===== config.mk =====
export PLATFORM = sky130hd
export DESIGN_NAME = ux607_ilm_init_ctrl
export DESIGN_NICKNAME = d
export VERILOG_FILES = /design/src/rtl/ux607_ilm_init_pkg.sv /design/src/rtl/ux607_ilm_ecc32_gen.sv /design/src/rtl/ux607_ilm_init_ctrl.sv
export SDC_FILE = /design/constraint.sdc
export NUM_CORES = 1
export LEC_CHECK = 0
export ABC_AREA = 1
export BUFFER_PORTS_ARGS = -buffer_cell sky130_fd_sc_hd__clkbuf_2
export CELL_PAD_IN_SITES_DETAIL_PLACEMENT = 1
export CELL_PAD_IN_SITES_GLOBAL_PLACEMENT = 2
export CORE_ASPECT_RATIO = 0.5
export CORE_MARGIN = 1
export CORE_UTILIZATION = 31
export DETAILED_ROUTE_END_ITERATION = 12
export PLACE_DENSITY = 0.84
export SLEW_MARGIN = 20
export SYNTH_ARGS = -nofsm -noshare
export SYNTH_HDL_FRONTEND = slang
export SYNTH_SLANG_ARGS = --single-unit

===== constraint.sdc =====
create_clock -name clk -period 2.7 [get_ports clk]
set_input_delay 0.135 -clock clk [delete_from_list [all_inputs] [get_ports clk]]
set_output_delay 0.135 -clock clk [all_outputs]
set_load 0.05 [all_outputs]

===== src/rtl/ux607_ilm_init_pkg.sv =====
// ----------------------------------------------------------------------------
// ux607_ilm_init_pkg
// Shared types and constants for the UX607 ILM initialization controller.
//   ilm_init_state_e : controller FSM state (IDLE, CLEAR, LOAD, DONE)
//   ILM_DW           : ILM data word width in bits
//   ILM_ECC_W        : SEC-DED check-bit width
//   ILM_BYTE_LANES   : bytes packed per ILM word
//   ILM_WDATA_W      : width of the ILM write-data bus; 40 when the
//                      UX607_ILM_INIT_ECC_EN macro is defined, else 32
// ----------------------------------------------------------------------------
package ux607_ilm_init_pkg;

    typedef enum logic [1:0] {
        ST_IDLE  = 2'd0,
        ST_CLEAR = 2'd1,
        ST_LOAD  = 2'd2,
        ST_DONE  = 2'd3
    } ilm_init_state_e;

    localparam int ILM_ECC_W      = 7;
    localparam int ILM_DW         = 32;
    localparam int ILM_BYTE_LANES = ILM_DW / 8;

`ifdef UX607_ILM_INIT_ECC_EN
    // [31:0] data, [38:32] check bits, [39] tied low
    localparam int ILM_WDATA_W = ILM_DW + ILM_ECC_W + 1;
`else
    localparam int ILM_WDATA_W = ILM_DW;
`endif

endpackage


===== src/rtl/ux607_ilm_ecc32_gen.sv =====
// ----------------------------------------------------------------------------
// ux607_ilm_ecc32_gen
// Combinational SEC-DED (39,32) check-bit generator.
//   data_i [31:0] : data word
//   ecc_o  [6:0]  : {p6, p5..p0}
// p0..p5 are Hamming parities: data bit i occupies the i-th non-power-of-two
// slot (starting at 3) of a 1-based codeword, and pk covers every data bit
// whose slot number has bit k set. p6 is even parity over data and p0..p5,
// giving double-error detection.
// ----------------------------------------------------------------------------
module ux607_ilm_ecc32_gen
    import ux607_ilm_init_pkg::*;
(
    input  logic [ILM_DW-1:0]    data_i,
    output logic [ILM_ECC_W-1:0] ecc_o
);

    // Codeword slot of data bit idx; power-of-two slots hold the parities.
    function automatic int data_pos(input int idx);
        int pos;
        pos = 2;
        for (int j = 0; j < ILM_DW; j++) begin
            if (j <= idx) begin
                pos = pos + 1;
                if ((pos & (pos - 1)) == 0) pos = pos + 1;
            end
        end
        return pos;
    endfunction

    logic [5:0] ham;

    always_comb begin
        ham = '0;
        for (int k = 0; k < 6; k++) begin
            for (int i = 0; i < ILM_DW; i++) begin
                if (((data_pos(i) >> k) & 1) != 0) ham[k] = ham[k] ^ data_i[i];
            end
        end
    end

    assign ecc_o = {^{data_i, ham}, ham};

endmodule


===== src/rtl/ux607_ilm_init_ctrl.sv =====
// ----------------------------------------------------------------------------
// ux607_ilm_init_ctrl
// ILM initialization controller: on start, zero-fills the whole ILM, then
// packs a little-endian byte stream into 32-bit words and writes them from
// address 0 upward, holding the core off the ILM until loading completes.
//
// Build option: define UX607_ILM_INIT_ECC_EN to widen ilm_wdata to 40 bits
// with SEC-DED check bits in [38:32] ([39] = 0); otherwise ilm_wdata is the
// plain 32-bit data word and no ECC generator is built.
//
// Ports
//   clk, rst    : clock, asynchronous active-high reset
//   start       : level, sampled in IDLE/DONE to launch a clear+load run
//   s_valid/s_ready/s_data/s_last : image byte stream. A byte transfers on a
//                 cycle where s_valid and s_ready are both high; s_valid may
//                 drop at any time, s_data/s_last matter only on a transfer,
//                 and s_last marks the final byte of the image.
//   ilm_cs/ilm_we/ilm_addr/ilm_wdata : registered ILM write port
//   core_hold   : high while clearing or loading
//   done        : high in DONE
//   ovf         : sticky, image was larger than the ILM
//   dbg_state   : current FSM state
// ----------------------------------------------------------------------------
module ux607_ilm_init_ctrl
    import ux607_ilm_init_pkg::*;
#(
    parameter int ILM_RAM_DP = 4096,
    parameter int ILM_AW     = $clog2(ILM_RAM_DP)
) (
    input  logic                   clk,
    input  logic                   rst,
    input  logic                   start,
    input  logic                   s_valid,
    output logic                   s_ready,
    input  logic [7:0]             s_data,
    input  logic                   s_last,
    output logic                   ilm_cs,
    output logic                   ilm_we,
    output logic [ILM_AW-1:0]      ilm_addr,
    output logic [ILM_WDATA_W-1:0] ilm_wdata,
    output logic                   core_hold,
    output logic                   done,
    output logic                   ovf,
    output ilm_init_state_e        dbg_state
);

    localparam logic [ILM_AW-1:0] CLR_LAST  = ILM_AW'(ILM_RAM_DP - 1);
    // One past the last word: the load pointer parks here once the ILM is full.
    localparam logic [ILM_AW:0]   WADDR_END = (ILM_AW + 1)'(ILM_RAM_DP);
    localparam logic [1:0]        LANE_LAST = 2'(ILM_BYTE_LANES - 1);

    ilm_init_state_e        state_q, state_d;
    logic                   fin_q, fin_d;
    logic [1:0]             lane_q, lane_d;
    logic [ILM_DW-1:0]      word_q, word_d;
    logic [ILM_AW:0]        waddr_q, waddr_d;
    logic                   ovf_q, ovf_d;
    logic                   we_q, we_d;
    logic [ILM_AW-1:0]      addr_q, addr_d;
    logic [ILM_DW-1:0]      data_d;
    logic [ILM_WDATA_W-1:0] wdata_q, wdata_d;

    logic                   accept;
    logic                   img_full;
    logic                   word_wr;
    logic [ILM_DW-1:0]      merged;

    assign accept   = s_valid & s_ready;
    assign img_full = (waddr_q == WADDR_END);
    assign word_wr  = accept & ~img_full & ((lane_q == LANE_LAST) | s_last);

    // Accepted byte merged into its lane; upper lanes stay zero from the
    // word-register clear, which zero-pads a short final word.
    always_comb begin
        merged = word_q;
        merged[{lane_q, 3'b000} +: 8] = s_data;
    end

    // ---------------- FSM: state register ----------------
    always_ff @(posedge clk or posedge rst) begin
        if (rst) state_q <= ST_IDLE;
        else     state_q <= state_d;
    end

    // ---------------- FSM: next state ----------------
    // fin_q marks the cycle in which the s_last word is on the ILM port, so
    // DONE (and the fall of core_hold) lands one cycle after that write.
    always_comb begin
        state_d = state_q;
        case (state_q)
            ST_IDLE, ST_DONE: if (start) state_d = ST_CLEAR;
            ST_CLEAR:         if (addr_q == CLR_LAST) state_d = ST_LOAD;
            ST_LOAD: begin
                if (fin_q)                          state_d = ST_DONE;
                else if (accept && s_last && !word_wr) state_d = ST_DONE;
            end
            default:          state_d = ST_IDLE;
        endcase
    end

    // ---------------- FSM: outputs ----------------
    // s_ready drops during the fin_q cycle so nothing is taken after s_last.
    always_comb begin
        s_ready   = (state_q == ST_LOAD) && !fin_q;
        core_hold = (state_q == ST_CLEAR) || (state_q == ST_LOAD);
        done      = (state_q == ST_DONE);
    end

    // ---------------- datapath next-state ----------------
    always_comb begin
        we_d    = 1'b0;
        addr_d  = addr_q;
        data_d  = wdata_q[ILM_DW-1:0];
        waddr_d = waddr_q;
        lane_d  = lane_q;
        word_d  = word_q;
        ovf_d   = ovf_q;
        fin_d   = fin_q;
        case (state_q)
            ST_IDLE, ST_DONE: begin
                if (start) begin
                    we_d   = 1'b1;
                    addr_d = '0;
                    data_d = '0;
                    ovf_d  = 1'b0;
                end
            end
            ST_CLEAR: begin
                if (addr_q != CLR_LAST) begin
                    we_d   = 1'b1;
                    addr_d = addr_q + ILM_AW'(1);
                    data_d = '0;
                end else begin
                    waddr_d = '0;
                    lane_d  = '0;
                    word_d  = '0;
                    fin_d   = 1'b0;
                end
            end
            ST_LOAD: begin
                if (fin_q) fin_d = 1'b0;
                if (accept) begin
                    if (img_full) begin
                        // ILM already full: drop the byte, never wrap
                        ovf_d = 1'b1;
                    end else if (word_wr) begin
                        we_d    = 1'b1;
                        addr_d  = waddr_q[ILM_AW-1:0];
                        data_d  = merged;
                        waddr_d = waddr_q + (ILM_AW + 1)'(1);
                        lane_d  = '0;
                        word_d  = '0;
                    end else begin
                        word_d = merged;
                        lane_d = lane_q + 2'd1;
                    end
                    if (s_last && word_wr) fin_d = 1'b1;
                end
            end
            default: ;
        endcase
    end

`ifdef UX607_ILM_INIT_ECC_EN
    logic [ILM_ECC_W-1:0] ecc_d;

    ux607_ilm_ecc32_gen u_ecc (
        .data_i (data_d),
        .ecc_o  (ecc_d)
    );

    assign wdata_d = {1'b0, ecc_d, data_d};
`else
    assign wdata_d = data_d;
`endif

    // ---------------- datapath registers ----------------
    always_ff @(posedge clk or posedge rst) begin
        if (rst) begin
            fin_q   <= 1'b0;
            lane_q  <= '0;
            word_q  <= '0;
            waddr_q <= '0;
            ovf_q   <= 1'b0;
            we_q    <= 1'b0;
            addr_q  <= '0;
            wdata_q <= '0;
        end else begin
            fin_q   <= fin_d;
            lane_q  <= lane_d;
            word_q  <= word_d;
            waddr_q <= waddr_d;
            ovf_q   <= ovf_d;
            we_q    <= we_d;
            addr_q  <= addr_d;
            wdata_q <= wdata_d;
        end
    end

    assign ilm_cs    = we_q;
    assign ilm_we    = we_q;
    assign ilm_addr  = addr_q;
    assign ilm_wdata = wdata_q;
    assign ovf       = ovf_q;
    assign dbg_state = state_q;

endmodule


# ---- After elaboration in Yosys (flattened, before gate mapping)
# Index checks and enable logic that the tools add are counted.
dict set report word_totals {
  latch_bits 0
  mem_bits_ro 0
  word_cells 100
  n_memories 0
  mem_bits_rw 0
  register_bits 96
  input_bits 13
}
dict set report classes {
  mul 0
  addsub 4
  shift 2
  muxes 47
  magnitude_cmp 0
  reduce_logical 17
  n_eq_ne 16
  div 0
  n_bitwise 5
}
# operator count
set op_table {}
lappend op_table {{$mux W32} 9}
lappend op_table {{$pmux W32 S3} 1}
lappend op_table {{$pmux W32 S2} 1}
lappend op_table {{$mux W12} 5}
lappend op_table {{$mux W13} 4}
lappend op_table {{$pmux W12 S3} 1}
lappend op_table {{$bwmux W32} 1}
lappend op_table {{$shift A8 B7 Y32 const A} 1}
lappend op_table {{$shiftx A8 B7 Y32} 1}
lappend op_table {{$pmux W13 S2} 1}
lappend op_table {{$mux W2} 8}
lappend op_table {{$ne A2 B2 Y1 const B} 7}
lappend op_table {{$add A13 B1 Y13 const B} 1}
lappend op_table {{$eq A13 B13 Y1 const B} 1}
lappend op_table {{$add A12 B1 Y12 const B} 1}
lappend op_table {{$eq A12 B12 Y1 const B} 1}
lappend op_table {{$ne A12 B12 Y1 const B} 1}
lappend op_table {{$mux W1} 11}
lappend op_table {{$reduce_and A5 Y1} 2}
lappend op_table {{$reduce_and A4 Y1} 2}
lappend op_table {{$neg A5 Y7} 1}
lappend op_table {{$eq A2 B2 Y1 const B} 3}
lappend op_table {{$pmux W2 S3} 1}
lappend op_table {{$logic_and A1 B1 Y1} 4}
lappend op_table {{17 further kinds} 22}

# ---- Depth between registers and ports, before layout
# Gate-level depths: netlist (run 1).
dict set report depth {
  word_depth 10
  depth_mapped 13
  mapped_depth_nobuf 13
}

# ---- Worst setup path after synthesis (run 1)
# Ideal clock, no wire load.
dict set report synth_path {
  kind {register to register}
  from {reg state_q[0], in the netlist dbg_state[0]}
  to {reg wdata_q[0], in the netlist ilm_wdata[0]}
  arrival_time_ns 2.479
  stages_incl_launch_ff 12
  synth_period_minus_slack_ns 2.597
  slack_ns 0.103
  setup_time_ns 0.118
  cell_sequence {dfrtp_1 -> inv_1 -> ha_1 -> buf_4 -> clkinv_1 -> nor2_1 -> inv_2 -> nand2_1 -> nor2_4 -> buf_2 -> nand2_1 -> nand2_1}
}
dict set report synth_between {
  elab_chain_cells 7
}
# item line_no
set synth_rtl {}
lappend synth_rtl {{start, declared} ux607_ilm_init_ctrl.sv:52} ;# ilm_init_state_e state_q, state_d;
lappend synth_rtl {{start signal, assigned} ux607_ilm_init_ctrl.sv:82} ;# else state_q <= state_d;
lappend synth_rtl {{$eq A2 B2 Y1} {ux607_ilm_init_ctrl.sv:104, ux607_ilm_init_ctrl.sv:119}}
lappend synth_rtl {{$logic_and A1 B1 Y1} ux607_ilm_init_ctrl.sv:104} ;# s_ready = (state_q == ST_LOAD) && !fin_q;
lappend synth_rtl {{$and A1 B1 Y1} ux607_ilm_init_ctrl.sv:68} ;# assign accept = s_valid & s_ready;
lappend synth_rtl {{$and A1 B1 Y1 (2 in a row)} ux607_ilm_init_ctrl.sv:70} ;# assign word_wr = accept & ~img_full & ((lane_q == LANE_LAST) | s_last);
lappend synth_rtl {{$ne A2 B2 Y1 (no line)} n/a}
lappend synth_rtl {{$reduce_and A5 Y1 (no line)} n/a}
lappend synth_rtl {{end signal, assigned} ux607_ilm_init_ctrl.sv:196} ;# wdata_q <= wdata_d;
lappend synth_rtl {{end, declared} ux607_ilm_init_ctrl.sv:61} ;# logic [ILM_WDATA_W-1:0] wdata_q, wdata_d;
# Several ways; a longest one is shown, not always the timed one.
# A chain may end at the register's enable or synchronous reset.

# ---- Worst setup path in the final report (run 1)
dict set report layout_path {
  from {reg state_q[0], in the netlist dbg_state[0]}
  to {reg word_q[5]}
}
dict set report layout_between {
  elab_chain_cells 9
}
# item line_no
set layout_rtl {}
lappend layout_rtl {{$eq A2 B2 Y1} {ux607_ilm_init_ctrl.sv:104, ux607_ilm_init_ctrl.sv:119}}
lappend layout_rtl {{$logic_and A1 B1 Y1} ux607_ilm_init_ctrl.sv:104}
lappend layout_rtl {{$and A1 B1 Y1} ux607_ilm_init_ctrl.sv:68}
lappend layout_rtl {{$and A1 B1 Y1 (2 in a row)} ux607_ilm_init_ctrl.sv:70}
lappend layout_rtl {{$mux W32} ux607_ilm_init_ctrl.sv:146} ;# end else if (word_wr) begin
lappend layout_rtl {{$mux W32} ux607_ilm_init_ctrl.sv:143} ;# if (img_full) begin
lappend layout_rtl {{$mux W32} ux607_ilm_init_ctrl.sv:142} ;# if (accept) begin
lappend layout_rtl {{$pmux W32 S2} ux607_ilm_init_ctrl.sv:119} ;# case (state_q)
lappend layout_rtl {{end signal, assigned} ux607_ilm_init_ctrl.sv:191} ;# word_q <= word_d;
lappend layout_rtl {{end, declared} ux607_ilm_init_ctrl.sv:55} ;# logic [ILM_DW-1:0] word_q, word_d;
# Several ways; a longest one is shown, not always the timed one. The select of a mux whose other input is x is not followed.

==> metrics list, run 1 <==
- The flow ran to the end, and the final reports show no timing, DRC or antenna violations.
- Number of maximum-capacitance constraint violations: 0
- Critical path capture point: word_q[5]
* Capture instance of the worst register-to-register path: word_q[5]
* DRC marker count from the first detailed-route iteration: just over 200
- Internal power comes to just under 3000 uW.
* Placer Congestion: approximately 0.81
- Fill cells in the final layout number 2151.
* Setup TNS: 0 ns
- In this run the tightest slew margin relative to its limit is 0.408.
- Total standard cell area after synthesis: 0.00551 mm^2
* Post-CTS setup buffer count: 0
- For this run, the slowest stage of the critical path takes roughly 0.59 ns.
* Worst hold-check path type: in -> reg
- In this run the number of H-tree levels came out at 3.
- Share of total power consumed by net switching: 0.515
* Post-CTS clock slew at the launch and capture registers of the worst setup and hold paths: 0.07 ns
* Post-detailed-route count of antenna-violating nets: 0
* Clock tree from TritonCTS: done
- For the pin with the worst max-slew slack, the measured transition is 0.886 ns.
* Net Sw Power: around 3100 uW
- Dividing total power by cell area gives a power density of 970 mW/mm^2.
- The worst register-to-register path begins at dbg_state[0].
* Static power due to leakage: 0.00296 uW
- At the end of the flow, the number of nets in the layout was 803.
- DRC violation count after routing: 0
* Highest achievable clock rate: between 0.4 and 0.5 GHz
* Vias: around 4900
- Total length of routed wires: between 15000 and 20000 um
- Post-DP HPWL: 11000 um
* Avg WL per Cell: 15.4 um
* Critical-path cell with the highest stage delay: sky130_fd_sc_hd__buf_4
- Clock latency of the later-clocked register in the worst-skew pair: 0.35 ns
- The number of antenna violations at the first check in global routing is 0.
* Worst Skew: 0.0109 ns
- Clock network fraction of total power: 0.210
- Buffers placed on the I/O ports in this run total 64.
* Crit path max fanout: between 60 and 70
- Setup violations remaining at the end of the flow were counted as 0.
- Once the clock tree was built, the resizer swapped 0 gates to a different size.
- Mean number of vias per cell: 4.81
- Clock root cell: sky130_fd_sc_hd__clkbuf_16
- Count of different cell masters after synthesis: 37
- Count of standard-cell rows: 34
* Pin count of the biggest net entering global routing: 63
- The clock passes through at most 2 buffers.
* Final Max Tran Viols: 0
- Kind of end point of the critical path: flop
- The repair_antennas step left the layout with diodes totalling 0.
- Pre-Repair DR Iteration Count: 5
* Async set-or-reset flop fraction in the synthesized netlist: 1.00
- In this run, CTS created clock tree buffers numbering 9.
* Worst R2R Path Depth: 10
* Overall routing resource usage: 0.178
- Traced cell by cell, the critical path runs through inv_1 > ha_1 > buf_4 > nor2_1 > a21oi_4 > nand3_4 > buf_4 > inv_2 > nand2_1 > nand2_1.
- When the netlist entered floorplanning its net count stood at roughly 750.
- The floorplan step defined a core boundary enclosing about 0.017 mm^2.
- Vias in the first global route: 5003
- The share of total power dissipated in sequential elements is 0.297.
* GR Overflow Total: 0
- Main synth FF type: sky130_fd_sc_hd__dfrtp_1
- The synthesized design contains 0 enable-type register cells.
- Tmin final: 2.36 ns
- The Yosys step of the flow raised 0 warnings.
* DIE WIDTH: roughly 190 um
- Data arrival at the endpoint of the critical path: 2.60 ns
- In the finished design, the share of the clock period the worst path needs comes to 0.875.
* Global-route wire length before repair: 25600 um
- The finished layout holds about 1000 standard cells, fillers aside.
- For the worst setup path, the data required time is 2.94 ns.
- Measured along the y axis, the die boundary spans 96.3 um.
- Average size of a mapped cell: between 7 and 8 um^2
* Number of failing hold endpoints at the final stage: 0
- After technology mapping, the gate count stands at between 700 and 800.
- Origin of the worst setup path: dbg_state[0]
* Placed Instances: 999
- Of the synthesized area, sequential elements account for 0.436.
* Worst setup path class: reg -> reg
- Synthesis inferred 96 register bits.
* Initial Util: 0.317
* Type of origin of the critical path: flop
* Area growth from synthesis to layout: 13.8%
- R2R setup slack: 0.34 ns
- Buffers inserted to repair hold after CTS numbered 1.
- The share of total power dissipated in combinational logic is 0.493.
- Number of top-level pins: 65
* Unrepaired setup endpoints after global routing: no
* Peak supply drop: ~0.5 mV
- Total number of clock tree sinks: 96
- Layout cell share with drive strength beyond 1: 0.183
* Die area: about 0.018 mm^2
[synthesized netlist by cell type, types with 9 or more instances]
cell type                  instances  area [um^2]
sky130_fd_sc_hd__clkbuf_1         10         37.5
sky130_fd_sc_hd__o21ai_1          25          125
sky130_fd_sc_hd__nand3_1          41          205
sky130_fd_sc_hd__o21ai_2          26          228
sky130_fd_sc_hd__o21ai_0          56          280
sky130_fd_sc_hd__a21oi_1          16         80.1
sky130_fd_sc_hd__dfrtp_1          96         2400
sky130_fd_sc_hd__inv_1            35          131
sky130_fd_sc_hd__ha_1             13          163
sky130_fd_sc_hd__buf_2             9         45.0
sky130_fd_sc_hd__nor2_1           60          225
sky130_fd_sc_hd__nand2_1         263          987
[power by group through the flow]
stage	sequential [uW]	clock [uW]	combinational (uW)
3_5_place_dp	1830	0	3030
5_1_grt	1840	1360	3320
4_1_cts	1810	1310	3040
3_3_place_gp	1830	0	2970
2_1_floorplan	2130	0	2160
6_report	1810	1280	3000
[per-stage QoR]
stage / utilization / total power (uW) / instance area, um^2 / setup WS, ns / hold slack [ns]
2_1_floorplan: - / 4290 / 5510 / 0.0596 / 0.314
3_3_place_gp: 0.343 / 4800 / 5980 / 0.372 / 0.239
3_5_place_dp: 0.343 / 4860 / 5980 / 0.292 / 0.237
4_1_cts: 0.360 / 6160 / 6270 / 0.273 / 0.121
5_1_grt: 0.360 / 6520 / 6270 / 0.0518 / 0.132
6_report: 0.360 / 6080 / 6270 / 0.336 / 0.120
[per-layer routing]
metal  up-vias  routed length [um]  global-route usage
li1       2450                   -                   -
met4         0                  78              0.0340
met5         -                   0                   0
met1      2396                7690               0.235
met3         7                 312              0.0266
met2        35                7520               0.313
[cell usage in the layout (no fill, tap or decap), types with 2 or more instances in the layout]
master / n
sky130_fd_sc_hd__a211oi_1: 3
sky130_fd_sc_hd__a21oi_1: 16
sky130_fd_sc_hd__a31oi_1: 3
sky130_fd_sc_hd__buf_4: 8
sky130_fd_sc_hd__clkbuf_16: 9
sky130_fd_sc_hd__clkbuf_2: 64
sky130_fd_sc_hd__clkinv_1: 2
sky130_fd_sc_hd__dfrtp_1: 96
sky130_fd_sc_hd__ha_1: 13
sky130_fd_sc_hd__inv_1: 34
sky130_fd_sc_hd__inv_2: 5
sky130_fd_sc_hd__inv_6: 2
sky130_fd_sc_hd__inv_8: 2
sky130_fd_sc_hd__nand2_1: 263
sky130_fd_sc_hd__nand2_2: 8
sky130_fd_sc_hd__nand3_1: 41
sky130_fd_sc_hd__nand3_2: 2
sky130_fd_sc_hd__nand3_4: 2
sky130_fd_sc_hd__nand3b_1: 4
sky130_fd_sc_hd__nand4_1: 8
sky130_fd_sc_hd__nor2_1: 60
sky130_fd_sc_hd__nor2_2: 3
sky130_fd_sc_hd__nor2_4: 2
sky130_fd_sc_hd__nor3_1: 5
sky130_fd_sc_hd__o21ai_0: 56
sky130_fd_sc_hd__o21ai_1: 25
sky130_fd_sc_hd__o21ai_2: 26
sky130_fd_sc_hd__xor2_1: 5
[registers in the layout (all words and copies together) (netlist names)]
name       cells
dbg_state      2
fin_q          1
ilm_addr      12
ilm_cs         1
ilm_wdata     32
lane_q         2
ovf            1
waddr_q       13
word_q        32
[kinds of logic (layout without fill, tap and decap cells)]
logic type	Yosys count	count (layout)	synth area share
AND/OR/NAND/NOR	402	402	0.311
buffers and inverters	78	132	0.0708
adder cells (fa/ha/maj)	13	13	0.0295
flip-flops	96	96	0.436
AO/OA/AOI/OAI	134	134	0.145
XOR/XNOR	5	5	0.00794
[layout make-up]
type                       count  area [um^2]  share of cell area
multi-input combinational    554         2720               0.434
sequential                    96         2400               0.383
timing repair buffer          74          410              0.0654
tap                          234          293              0.0467
clock buffer                   9          225              0.0359
inverter                      42          160              0.0255
clock inverter                 7         61.3             0.00977
[critical path: cells and delay by family (launching register included)]
kind / cells / cell delay, ns
and+or+nand+nor: 4 / 0.42
AOI/OAI and AO/OA: 1 / 0.07
adders and majority gates: 1 / 0.23
buffers and inverters: 4 / 1.07
DFF: 1 / 0.44
[worst min-delay path by stage]
stage,start,endpoint,cells past startpoint
after floorplan,start,ilm_cs,2
after global placement,rst,ilm_wdata[18],2
after detailed placement,rst,ilm_wdata[18],2
after CTS,start,ilm_cs,3
after global routing,start,ilm_cs,3
final,start,ilm_cs,3
Note: power is estimated with default switching activity, not from simulation.
==> run 2: changes to the inputs <==
--- a/config.mk
+++ b/config.mk
@@ -10,7 +10,7 @@
 export CELL_PAD_IN_SITES_DETAIL_PLACEMENT = 1
 export CELL_PAD_IN_SITES_GLOBAL_PLACEMENT = 2
 export CORE_ASPECT_RATIO = 0.5
-export CORE_MARGIN = 1
+export CORE_MARGIN = 2
 export CORE_UTILIZATION = 31
 export DETAILED_ROUTE_END_ITERATION = 12
 export PLACE_DENSITY = 0.84
==> constraint.sdc (replaced) <==
create_clock -name clk -period 2.1 [get_ports clk]
set_input_delay 0.105 -clock clk [delete_from_list [all_inputs] [get_ports clk]]
set_output_delay 0.105 -clock clk [all_outputs]
set_load 0.05 [all_outputs]
==> metrics list, run 2 (same netlist as run 1, synthesis figures left out) <==
- Placed Instances: 1024 (was 999)
- The number of endpoints failing setup at the final stage is 0 (unchanged).
- The number of buffers between clock root and the deepest sink came to 2 (unchanged).
- Avg WL per Cell: 15.8 um (was 15.4 um)
* Setup TNS: 0 ns (unchanged)
- The die height came to 98.3 um (was 96.3 um).
- Clock tree from TritonCTS: done (unchanged)
- The number of nets with antenna violations after detailed routing came to 0 (unchanged).
- Sink of the worst hold path: ilm_cs (unchanged)
* Footprint of the multi-input gates: 0.00274 mm^2 (was 0.00272 mm^2)
- Summed area of non-filler cells in the final layout: 0.00662 mm^2 (was 0.00627 mm^2)
- Logic pwr share: 0.524 (was 0.493)
* Max-slew headroom: 0.659 (was 0.408)
- The total die area came to 0.0189 mm^2 (was 0.0184 mm^2).
* Area growth from synthesis to layout: 20.1% (was 13.8%)
- The top achievable clock speed was 0.518 GHz (was 0.423 GHz).
* Delay of the slowest cell on the worst path: 0.45 ns (was 0.59 ns)
- The detailed placement HPWL is 11500 um (was 11000 um).
* Critical-path cell with the highest stage delay: sky130_fd_sc_hd__dfrtp_2 (was sky130_fd_sc_hd__buf_4)
- The data arrival time at the worst-slack endpoint is 2.18 ns (was 2.60 ns).
* Capture instance of the worst register-to-register path: ilm_wdata[11] (was word_q[5])
- The total wire length after detailed routing is 16500 um (was 15600 um).
* Commonest non-fill, non-tap cells in the layout: sky130_fd_sc_hd__nand2_1 (263), sky130_fd_sc_hd__dfrtp_1 (94), sky130_fd_sc_hd__clkbuf_2 (64) (was sky130_fd_sc_hd__nand2_1 (263), sky130_fd_sc_hd__dfrtp_1 (96), sky130_fd_sc_hd__clkbuf_2 (64))
- The final critical-path share of the clock period came to 0.920 (was 0.875).
- The deepest level of the CTS H-tree came to 3 (unchanged).
- The number of cell instances on the worst register-to-register path came to 10 (unchanged).
- Pin slew with the least headroom to its limit: 0.511 ns (was 0.886 ns)
* Count of filler cells inserted in the layout: 2139 (was 2151)
- Worst hold-check path type: in -> reg (unchanged)
- Initial Util: 0.317 (unchanged)
- Power density over the cells: 1310 mW/mm^2 (was 970 mW/mm^2)
- Number of maximum-capacitance constraint violations: 0 (unchanged)
- Placer Congestion: 0.764 (was 0.813)
* Outcome: completed (unchanged)
- Worst Skew: 0.0116 ns (was 0.0109 ns)
* Critical Path, Cell by Cell: inv_1 > ha_1 > buf_12 > inv_1 > buf_4 > a21oi_2 > nor2_4 > buf_12 > nand2_1 > nand2_1 (was inv_1 > ha_1 > buf_4 > nor2_1 > a21oi_4 > nand3_4 > buf_4 > inv_2 > nand2_1 > nand2_1)
- The element type at the critical path start is a flop (unchanged).
- The via density per instance is 4.85 (was 4.81).
- The portion of total power attributed to sequential cells was 0.266 (was 0.297).
- Unrepaired setup endpoints after global routing: no (unchanged).
* Vias in the first global route: 5230 (was 5003)
- The share of cells above drive strength 1 is 0.219 (was 0.183).
* Pre-Repair DR Iteration Count: 5 (unchanged)
* Tmin final: 1.93 ns (was 2.36 ns)
* Number of antenna violations at the first check in global routing: 0 (unchanged)
- Post-place instance area: 0.00623 mm^2 (was 0.00598 mm^2)
- Global-route wire length before repair: 27200 um (was 25600 um)
- The clock sink count was 96 (unchanged).
- The reported leakage power was 0.00313 uW (was 0.00296 uW).
- Number of buffers created by CTS: 9 (unchanged)
- The sequential cell area came to 0.00240 mm^2 (about the same).
- The total routing usage reported by global routing was 0.181 (was 0.178).
* DIE WIDTH: 193 um (was 191 um)
* Number of inserted diodes: 0 (unchanged)
- Clock network fraction of total power: 0.210 (about the same)
- Most common cell after layout, fill and taps aside: sky130_fd_sc_hd__nand2_1 (unchanged)
- GR Overflow Total: 0 (unchanged)
- The root cell of the clock tree was sky130_fd_sc_hd__clkbuf_16 (unchanged).
* Worst Hold Launch: start (unchanged)
* Number of failing hold endpoints at the final stage: 0 (unchanged)
* Vias: 5054 (was 4888)
- Worst setup path class: reg -> reg (unchanged)
- Layout Cells excl Fill: 1043 (was 1016)
* R2R Path Start: dbg_state[0] (unchanged)
- The count of input and output buffers is 64 (unchanged).
- The register-to-register path setup slack came to 0.17 ns (was 0.34 ns).
- The net load switching power is 4180 uW (was 3140 uW).
* DRC marker count from the first detailed-route iteration: 269 (was 206)
- The endpoint type of the worst setup path was a flop (unchanged).
- The DRC violations left came to 0 (unchanged).
* Pin count of the biggest net entering global routing: 85 (was 63)
- Clock latency of the later-clocked register in the worst-skew pair: 0.36 ns (was 0.35 ns)
* Nets@finish: 830 (was 803)
* Total internal power: 4500 uW (was 2950 uW)
- The maximum resistive drop on vdd was 0.570 mV (was 0.486 mV).
- Final Max Tran Viols: 0 (unchanged)
- The clock transition at the register clock pins on the worst setup and hold paths after CTS was 0.07 ns (about the same).
* Std-Cell Core Area: 0.0174 mm^2 (unchanged)
* Share of total power consumed by net switching: 0.481 (was 0.515)
* Required time reported for the critical path endpoint: 2.35 ns (was 2.94 ns)
* Number of top-level pins: 65 (unchanged)
- The maximum net fanout on the critical path was 36 (was 62).
- The standard-cell row count was 34 (unchanged).
- Worst hold path cell count: 3 (unchanged)
run 2: cell types whose count changed in the layout (fill, tap and decap cells not counted), sizes merged:
| cell | before | now |
|---|---|---|
| buf | 9 | 35 |
| bufinv | 0 | 2 |
| clkbuf | 73 | 75 |
| clkinv | 4 | 3 |
| clkinvlp | 1 | 3 |
| inv | 44 | 40 |
run 2: worst max path at each step:
stage	startpoint	endpoint	cells past startpoint
2_1_floorplan	ilm_addr[1]	lane_q[1]	9
3_3_place_gp	waddr_q[1]	word_q[2]	12
3_5_place_dp	waddr_q[1]	word_q[2]	12
4_1_cts	waddr_q[1]	word_q[2]	12
5_1_grt	waddr_q[1]	word_q[27]	11
6_report	dbg_state[0]	ilm_wdata[11]	10
run 2: critical path, delay by kind of cell, from the launching register on:
kind            cells  cell delay [ns]
compound gates      1             0.21
fa+ha+maj           1             0.21
buf+inv             5             0.71
flops               1             0.45
simple gates        3             0.23
run 2: power groups by stage:
stage                     clock, uW  sequential, uW  combinational (uW)
after CTS                      1880            2300                4380
after detailed placement          0            2340                4350
after floorplan                   0            2750                2800
final                          1830            2300                4550
after global placement            0            2330                4260
after global routing           1950            2350                4980
run 2: metrics by stage:
stage | power, uW | hold slack (ns) | setup slack, ns | utilization
final | 8680 | 0.0364 | 0.168 | 0.381
after global routing | 9280 | 0.0662 | 0.0101 | 0.381
after CTS | 8560 | 0.0295 | 0.0682 | 0.377
after detailed placement | 6690 | 0.0825 | 0.0824 | 0.358
after global placement | 6590 | 0.0775 | 0.135 | 0.358
after floorplan | 5540 | 0.284 | 0.0638 | -
run 2: final cells by class:
type,count,share of cell area
tap,234,0.0442
clock inverter,6,0.0140
sequential,96,0.363
clock buffer,10,0.0346
multi-input combinational,554,0.413
inverter,42,0.0251
timing repair buffer,101,0.106
run 2: routing by layer:
| layer | vias to the layer above | part of all wire | GRT usage |
|---|---|---|---|
| li1 | 2498 | - | - |
| met1 | 2489 | 0.48 | 0.242 |
| met2 | 57 | 0.48 | 0.302 |
| met3 | 10 | 0.024 | 0.0320 |
| met4 | 0 | 0.0073 | 0.0440 |
| met5 | - | 0 | 0 |
run 2: repair_timing:
item / in CTS / in global routing
gates resized for setup: 0 / 6
endpoints found under the setup margin: 0 / 43
endpoints found under the hold margin: 12 / 0
hold buffers: 1 / 0
buffers inserted: 0 / 1
